## src/rtl/irq_pending_ctrl.sv

```systemverilog
// Edge-triggered interrupt pending register with mask and a valid/ready offer FSM.
// Optional sticky overflow flags (port ovf) are built when IRQ_OVERFLOW_EN is defined.
module irq_pending_ctrl (
    input  logic       clk,
    input  logic       reset,
    input  logic [7:1] req,
    input  logic       mask_we,
    input  logic [7:1] mask_d,
    output logic [7:1] pend,
    input  logic [2:0] idx,
    output logic       irq_valid,
    output logic [2:0] irq_idx,
    input  logic       irq_ready,
    output logic       busy
`ifdef IRQ_OVERFLOW_EN
    ,
    output logic [7:1] ovf
`endif
);

    typedef enum logic [1:0] {
        IDLE  = 2'd0,
        OFFER = 2'd1,
        HOLD  = 2'd2
    } state_e;

    state_e     state_q, state_d;
    logic [7:1] req_q;
    logic [7:1] pending_q, pending_d;
    logic [7:1] mask_q;
    logic [2:0] irq_idx_q, irq_idx_d;
    logic [7:1] rise;
    logic [7:1] clr;

    assign rise = req & ~req_q;
    assign pend = pending_q & mask_q;

    // One-hot clear of the offered bit, only on the accepting cycle.
    always_comb begin
        clr = '0;
        for (int unsigned i = 1; i <= 7; i++) begin
            clr[i] = (state_q == OFFER) && irq_ready && (irq_idx_q == i[2:0]);
        end
    end

    // A coincident new rise re-sets the bit being cleared.
    assign pending_d = (pending_q & ~clr) | rise;

    always_comb begin
        state_d   = state_q;
        irq_idx_d = irq_idx_q;
        irq_valid = 1'b0;
        busy      = 1'b0;
        case (state_q)
            IDLE: begin
                if ((pend != '0) && (idx != 3'd0)) begin
                    irq_idx_d = idx;
                    state_d   = OFFER;
                end
            end
            OFFER: begin
                irq_valid = 1'b1;
                busy      = 1'b1;
                if (irq_ready) begin
                    state_d = HOLD;
                end
            end
            HOLD: begin
                busy    = 1'b1;
                state_d = IDLE;
            end
            default: begin
                state_d = IDLE;
            end
        endcase
    end

    assign irq_idx = irq_idx_q;

    // req_q tracks req even in reset so a level held through release is not seen as an edge.
    always_ff @(posedge clk) begin
        req_q <= req;
        if (reset) begin
            state_q   <= IDLE;
            pending_q <= '0;
            mask_q    <= '1;
            irq_idx_q <= '0;
        end else begin
            state_q   <= state_d;
            pending_q <= pending_d;
            irq_idx_q <= irq_idx_d;
            if (mask_we) begin
                mask_q <= mask_d;
            end
        end
    end

`ifdef IRQ_OVERFLOW_EN
    logic [7:1] ovf_q;

    always_ff @(posedge clk) begin
        if (reset) begin
            ovf_q <= '0;
        end else begin
            ovf_q <= ovf_q | (rise & pending_q & ~clr);
        end
    end

    assign ovf = ovf_q;
`endif

endmodule

```

## config.mk

```make
export PLATFORM = sky130hd
export DESIGN_NAME = irq_pending_ctrl
export DESIGN_NICKNAME = d
export VERILOG_FILES = /design/src/rtl/irq_pending_ctrl.sv
export SDC_FILE = /design/constraint.sdc
export NUM_CORES = 1
export LEC_CHECK = 0
export ABC_AREA = 0
export CAP_MARGIN = 20
export CORE_UTILIZATION = 48
export DETAILED_ROUTE_END_ITERATION = 6
export HOLD_SLACK_MARGIN = 0.03
export PLACE_DENSITY = 0.78
export REMOVE_ABC_BUFFERS = 1
export SLEW_MARGIN = 40
export SYNTH_ARGS = -nofsm -noshare
export SYNTH_HDL_FRONTEND = slang
export SYNTH_SLANG_ARGS = --single-unit
```

## constraint.sdc

```tcl
create_clock -name clk -period 3.85 [get_ports clk]
set_input_delay 1.155 -clock clk [delete_from_list [all_inputs] [get_ports clk]]
set_output_delay 1.155 -clock clk [all_outputs]
set_load 0.005 [all_outputs]
```

## Word-level counts from Yosys, hierarchy flattened

Cells that the tools add are included.

- Eq/ne operators: 11
- Multiplexer cells: 5
- Bitwise gates (word level): 6
- Reductions and logical operators: 15

Operators with widths:

| cell | number |
|---|---|
| AND 7 bit | 3 |
| NOT 7 bit | 2 |
| equality test 3 bit (second input constant) | 4 |
| logical AND 1 bit | 9 |
| bitwise OR 7 bit | 1 |
| nonzero test 7 bit | 1 |
| equality test 3 x 2 -> 1 bit (second input constant) | 2 |
| two-way mux 2 bit | 2 |
| inequality test 2 bit (second input constant) | 2 |
| case mux 2 bit (2 select lines) | 1 |
| AND reduction 2 bit | 2 |
| equality test 3 x 1 -> 1 bit (second input constant) | 1 |
| nonzero test 3 bit | 1 |
| equality test 2 x 1 -> 1 bit (second input constant) | 1 |
| equality test 2 bit (second input constant) | 1 |
| logical NOT 2 bit | 1 |
| two-way mux 1 bit | 2 |
| OR reduction 2 bit | 1 |

- Register bits after elaboration: 26
- Input bits: 21
- Output and inout bits: 12
- Word-level logic and storage cells: 42

## Depth between registers and ports, before layout

Gate-level depths: netlist of run 1.

- Depth after elaboration: 6
- Gate-level depth with buffers: 6
- Mapped depth without buffers: 6

## Worst setup path before layout of run 1

OpenSTA, ideal clock, no wires.

- Path type: input -> register
- Start: input idx[0]
- End: register irq_idx_q[0], in the netlist irq_idx[0]
- Library setup time: 128 ps
- Arrival: 1827 ps
- Required time: 3722 ps
- Slack: 1895 ps
- Stages on the path: 4
- Path buffers: 0
- Cells stage by stage: nor3_1 -> a311oi_2 -> mux2i_1 -> nor2_1

- Word-level cells in the longest chain between the ends: 3

Ends and longest elaborated chain:

| item | line | source |
|---|---|---|
| start, declared | 10 | `input logic [2:0] idx,` |
| nonzero test 3 bit | 56 | `if ((pend != '0) && (idx != 3'd0)) begin` |
| logical AND 1 bit | 56 |  |
| AND reduction 2 bit (no line) | -- |  |
| end signal, assigned | 91 | `irq_idx_q <= irq_idx_d;` |
| end, declared | 31 | `logic [2:0] irq_idx_q, irq_idx_d;` |

Several ways; a longest one is shown, not always the timed one.
A chain may end at the register's enable or synchronous reset.

## Worst setup path in the final report of run 1

- Start: register state_q[0]
- End: output busy

- Word-level cells in the longest chain between the ends: 3
- Elaborated cells on any way between the ends: 4
- Classes of those cells: eq/ne (2); mux (1); reduce/logical (1)

Ends and longest elaborated chain:

| item | line | source |
|---|---|---|
| start, declared | 27 | `state_e state_q, state_d;` |
| start signal, assigned | 89 | `state_q <= state_d;` |
| equality test 2 x 1 -> 1 bit / equality test 2 bit (equally long branches) | 54 | `case (state_q)` |
| OR reduction 2 bit (no line) (*) | -- |  |
| two-way mux 1 bit (*) | 54 |  |
| end, declared | 14 | `output logic busy` |

Every way passes the cells marked *; elsewhere a longest branch is shown, timed or not.

==> run summary, run 1 <==
beginning of the worst hold path - state_q[1]$_SDFFE_PP0P_
GRT overflow - 0
top routing layer used - met3
final wirelength - 2.06 mm
CTS Buffer Depth - 2
headroom to the max-slew limit - 49.6%
synthesized netlist cell count - 103
TritonCTS Buffers - 3
area of the multi-input gates - 492 sq um
RSZ-0062 raised after global routing - false
clk_lat worst skew - 310 ps
postcts setup bufs - 0
CP max stage delay - 490 ps
Mapped Avg Cell Area - 10.1 sq um
initial antenna violation count - 0
DR WL met3 - 90 um
Max VDD drop - 0.282 mV
area growth from synthesis to layout - 36.5%
area fraction in compound gates after synthesis - 18.2%
Post-Syn Area - 1040 sq um
metal1 wirelength - 921 um
Critical Path, Cell by Cell - inv_1 > ha_1 > clkdlybuf4s50_1
first-pass GRT wire length - 3.55 mm
Pins Over Slew Limit - 0
crit path capture type - output pin
Worst-path clk slew - 130 ps
slew of the pin with the lowest slew margin - 754 ps
fraction of layout cells with a size suffix above 1 - 4.41%
total number of vias - 818
worst min-delay path class - reg -> reg
Vias/cell - 5.02
Final Setup Violations - 0
# IOs - 33
CP delay by family, top - buffers and inverters
post-synth top area share - 50.1%
H-tree Lvls - 1
Layout Skew - 2.56 ps
num rows - 16
combinational family with the most area after synthesis - simple AND/OR/NAND/NOR gates
final std cells w/o fill - 163
initial drt markers - 11
Critical Path Source - state_q[0]$_SDFFE_PP0P_
fillers - 160
CTS sink cnt - 26
utilization after layout - 70.8%
Crit path arrival time - 1570 ps
Leak - 0.556 nW
residual DRC count - 0
CP startpoint kind - flip-flop
die height - 48.5 um
routed wl met2 - 1.05 mm
drt pass-1 iters - 4
Storage cell area - 520 sq um
Req. time, crit path - 2690 ps
GR Util All Layers - 19.8%
post-synthesis mux area share - 4.82%
CP max FO - 4
Initial Utilization - 51.9%
Post-Synth Simple-Gate Area - 19.5%
Yosys top cell by area - dfxtp_1
status - finished, final reports clean
Yosys reg bits - 26
worst r2r src - pending_q[7]$_SDFF_PP0_
post-synthesis sequential area ratio - 50.1%
crit path time final - 2730 ps
fmax - 367 MHz
Synth area leaders - dfxtp_1 (50%), nand2b_1 (7.8%), a211o_1 (5.9%)
hpwl dp - 1.54 mm
placed cells - 159
TritonCTS clock tree - yes
Core Region - 2000 sq um
width of the chip - 48.5 um
worst path buffer plus inverter count - 2
Pwr Total - 0.668 mW
max_cap viols - 0
WL per Instance - 12.7 um
YS warnings - 0
post_cts resized - 0
Post-Synth Adder-Cell Area - 4.82%
critical path's slowest cell - clkdlybuf4s50_1
CTS Hold Bufs - 0
unique cell type count in the Yosys netlist - 24
largest net degree at the start of global routing - 22
port bufs - 32
Worst Hold Slack - 489 ps
Setup Crit Path Kind - reg -> out
n_diodes - 0
Root Driver - clkbuf_4
pwr dens - 471 nW/um^2
Routed Antenna Nets - 0
Synth Area in XOR/XNOR - 0%
setup TNS - 0 ps
Final nets - 162
share of the clock period used by the worst path - 70.8%
RePlAce Congestion - 0.704
vias in the first global route - 835
Die ar. - 2350 sq um
Final Hold Viols - 0
## metal layers
metal,track usage (%),up-vias
met2,34.7,20
met3,3.77,0
met4,6.86,0
li1,-,426
met1,24.2,372
met5,0,-
## worst paths after layout
kind,end,depth (start not counted),slack [ps]
max reg2reg,state_q[1]$_SDFFE_PP0P_,4,2350
min reg2reg,state_q[1]$_SDFFE_PP0P_,2,490
max,busy,3,1120
min,state_q[1]$_SDFFE_PP0P_,2,490
## cells by family after synthesis
family | count (synthesis)
mux | 5
buf+inv | 7
compound gates | 27
flops | 26
fa+ha+maj | 4
simple gates | 34
## metrics by stage
stage	instance area (sq um)	setup WS [ps]
CTS	1420	1100
detailed placement	1380	1280
finish	1420	1120
floorplan	1030	1910
global placement	1380	1340
global route	1420	1040
## report_power, final
part | switching, mW | total, mW | internal [mW]
logic | 0.0841 | 0.208 | 0.124
clock network | 0.0776 | 0.135 | 0.0578
registers | 0.0247 | 0.324 | 0.299
total | 0.186 | 0.668 | 0.481
## worst min-delay path, cell delays in order (launching register included)
cell and delay [ps]:
dfxtp_1 340, nand2b_1 60, mux2i_1 60
## synth_stat cells, drive strengths merged
cell and number:
nand3b 1, and2 7, nand3 1, nand2 1, ha 4, a31oi 1, o21ai 6, a21oi 7
mux2i 5, a311oi 1, nor2b 7, a222oi 1, a22oi 2, nor3 1, clkbuf 2, buf 1
dfxtp 26, nor2 3, o31ai 1, nand2b 13, a2bb2oi 1, inv 4, a211o 7
## cells in the final DEF (no fill, tap or decap)
cell             instances
a211o_1                  7
a21oi_1                  7
a222oi_1                 1
a22oi_1                  2
a2bb2oi_1                1
a311oi_2                 1
a31oi_1                  1
and2_1                   6
and2_2                   1
clkbuf_4                 3
clkbuf_8                 1
clkdlybuf4s50_1         32
dfxtp_1                 26
ha_1                     4
inv_1                    4
mux2i_1                  5
nand2_1                  1
nand2b_1                13
nand3_1                  1
nand3b_1                 1
nor2_1                   3
nor2b_1                  7
nor3_1                   1
o21ai_0                  6
o31ai_1                  1
## sequential cells by signal (all words and copies together) (netlist names)
| name | cells |
|---|---|
| mask_q | 7 |
| state_q | 2 |
| irq_idx | 3 |
| req_q | 7 |
| pending_q | 7 |
## area by class of cell
type	instances	share of cell area, %
multi-input cells	70	34.7
clock buffers	4	2.56
well taps	27	2.38
repair buffers	32	22.6
inverters	4	1.06
flip-flops and latches	26	36.7
Note: power is estimated with default switching activity, not from simulation.
==> run 2: changes to the inputs <==
Settings changed: CORE_UTILIZATION 48 to 44, PLACE_DENSITY 0.78 to 0.73.
Clock period 3.85 ns to 2.9 ns, I/O delays scaled along.
==> run summary, run 2 (synthesis gave the netlist of run 1 again) <==
largest net degree at the start of global routing - 22
Max VDD drop - 0.601 mV
final std cells w/o fill - 164
status - finished, final reports clean
GRT overflow - 0
residual DRC count - 0
Switching Fraction - 26.7%
placed cells - 160
RePlAce Congestion - 0.687
utilization after layout - 64.9%
fmax - 408 MHz
CP startpoint kind - flip-flop
Core Region - 2210 sq um
crit path time final - 2450 ps
drt pass-1 iters - 4
biggest regs - mask_q (7), pending_q (7), req_q (7)
Routed Antenna Nets - 0
Req. time, crit path - 2030 ps
Worst-path clk slew - 140 ps
Post-DP Area - 1380 sq um
area of the multi-input gates - 492 sq um
area growth from synthesis to layout - 38.2%
fraction of layout cells with a size suffix above 1 - 4.41%
initial drt markers - 13
CTS sink cnt - 26
worst min-delay path class - reg -> reg
headroom to the max-slew limit - 49.7%
slew of the pin with the lowest slew margin - 751 ps
Setup Crit Path Kind - reg -> out
die height - 50.6 um
commonest non-fill, non-tap cell in the layout - clkdlybuf4s50_1
Pins Over Slew Limit - 0
Layout Skew - 4.72 ps
port bufs - 32
TritonCTS clock tree - yes
setup TNS - 0 ps
Storage cell area - 520 sq um
Final nets - 162
hpwl dp - 1.55 mm
Final Hold Viols - 0
leading cell types in the layout, fill and taps excluded - clkdlybuf4s50_1 (32), dfxtp_1 (26), nand2b_1 (13)
crit path capture type - output pin
Initial Utilization - 46.9%
internal power - 0.703 mW
GR Util All Layers - 19.7%
n_diodes - 0
fillers - 201
Final Setup Violations - 0
CP max FO - 4
RSZ-0062 raised after global routing - false
initial antenna violation count - 0
Crit path arrival time - 1580 ps
WL per Instance - 13.1 um
CP max stage delay - 490 ps
first-pass GRT wire length - 3.71 mm
combinational share of power - 29.4%
Clock Power Share - 25.6%
final wirelength - 2.14 mm
total number of vias - 849
pwr dens - 668 nW/um^2
Vias/cell - 5.18
CTS Buffer Depth - 2
Die ar. - 2560 sq um
Root Driver - clkbuf_4
vias in the first global route - 850
width of the chip - 50.6 um
# IOs - 33
critical path's slowest cell - clkdlybuf4s50_1
clk_lat worst skew - 320 ps
Final Cell Area - 1440 sq um
postcts setup bufs - 0
register share of total power - 45.0%
max_cap viols - 0
post_cts resized - 0
num rows - 17
Leak - 0.563 nW
H-tree Lvls - 1
CTS Hold Bufs - 0
Critical Path, Cell by Cell - inv_1 > ha_1 > clkdlybuf4s50_1
TritonCTS Buffers - 3
Switching Power - 0.255 mW
share of the clock period used by the worst path - 84.5%
## run 2: metrics by stage
stage	total power, mW	worst slack, ps	hold WS (ps)
after floorplan	0.585	1240	448
after global placement	0.711	679	460
after detailed placement	0.717	601	474
after CTS	0.967	441	501
after global routing	1.02	361	529
final	0.958	450	496
## run 2: layout make-up
cell class / count / area share (%)
inverters: 4 / 1.05
flip-flops and latches: 26 / 36.3
multi-input cells: 70 / 34.3
clock buffers: 3 / 1.57
repair buffers: 32 / 22.3
well taps: 28 / 2.44
clock inverters: 1 / 2.09
## run 2: path summary, 6_finish.rpt
check,start,endpoint,slack (ps),depth (start not counted)
min reg2reg,req_q[5]$_DFF_P_,pending_q[5]$_SDFF_PP0_,500,2
min,req_q[5]$_DFF_P_,pending_q[5]$_SDFF_PP0_,500,2
max,state_q[0]$_SDFFE_PP0P_,busy,450,3
max reg2reg,pending_q[7]$_SDFF_PP0_,irq_idx[0]$_SDFFE_PP0P_,1380,4
## run 2: power groups by stage
| stage | sequential [mW] | combinational (mW) | clock, mW |
|---|---|---|---|
| global placement | 0.437 | 0.274 | 0 |
| detailed placement | 0.439 | 0.278 | 0 |
| global route | 0.437 | 0.313 | 0.269 |
| CTS | 0.431 | 0.283 | 0.253 |
| finish | 0.431 | 0.282 | 0.246 |
| floorplan | 0.430 | 0.155 | 0 |
## run 2: metal layers
layer | vias to the layer above | GRT usage [%] | routed length (um)
li1 | 428 | - | -
met2 | 23 | 33.3 | 1060
met3 | 2 | 6.36 | 85
met4 | 0 | 5.56 | 17
met1 | 396 | 23.7 | 976
met5 | - | 0 | 0
## run 2: critical path, delay by kind of cell (launching register included)
kind                       cells  cell delay [ps]
adders and majority gates      1              280
buffers and inverters          2              580
DFF                            1              410
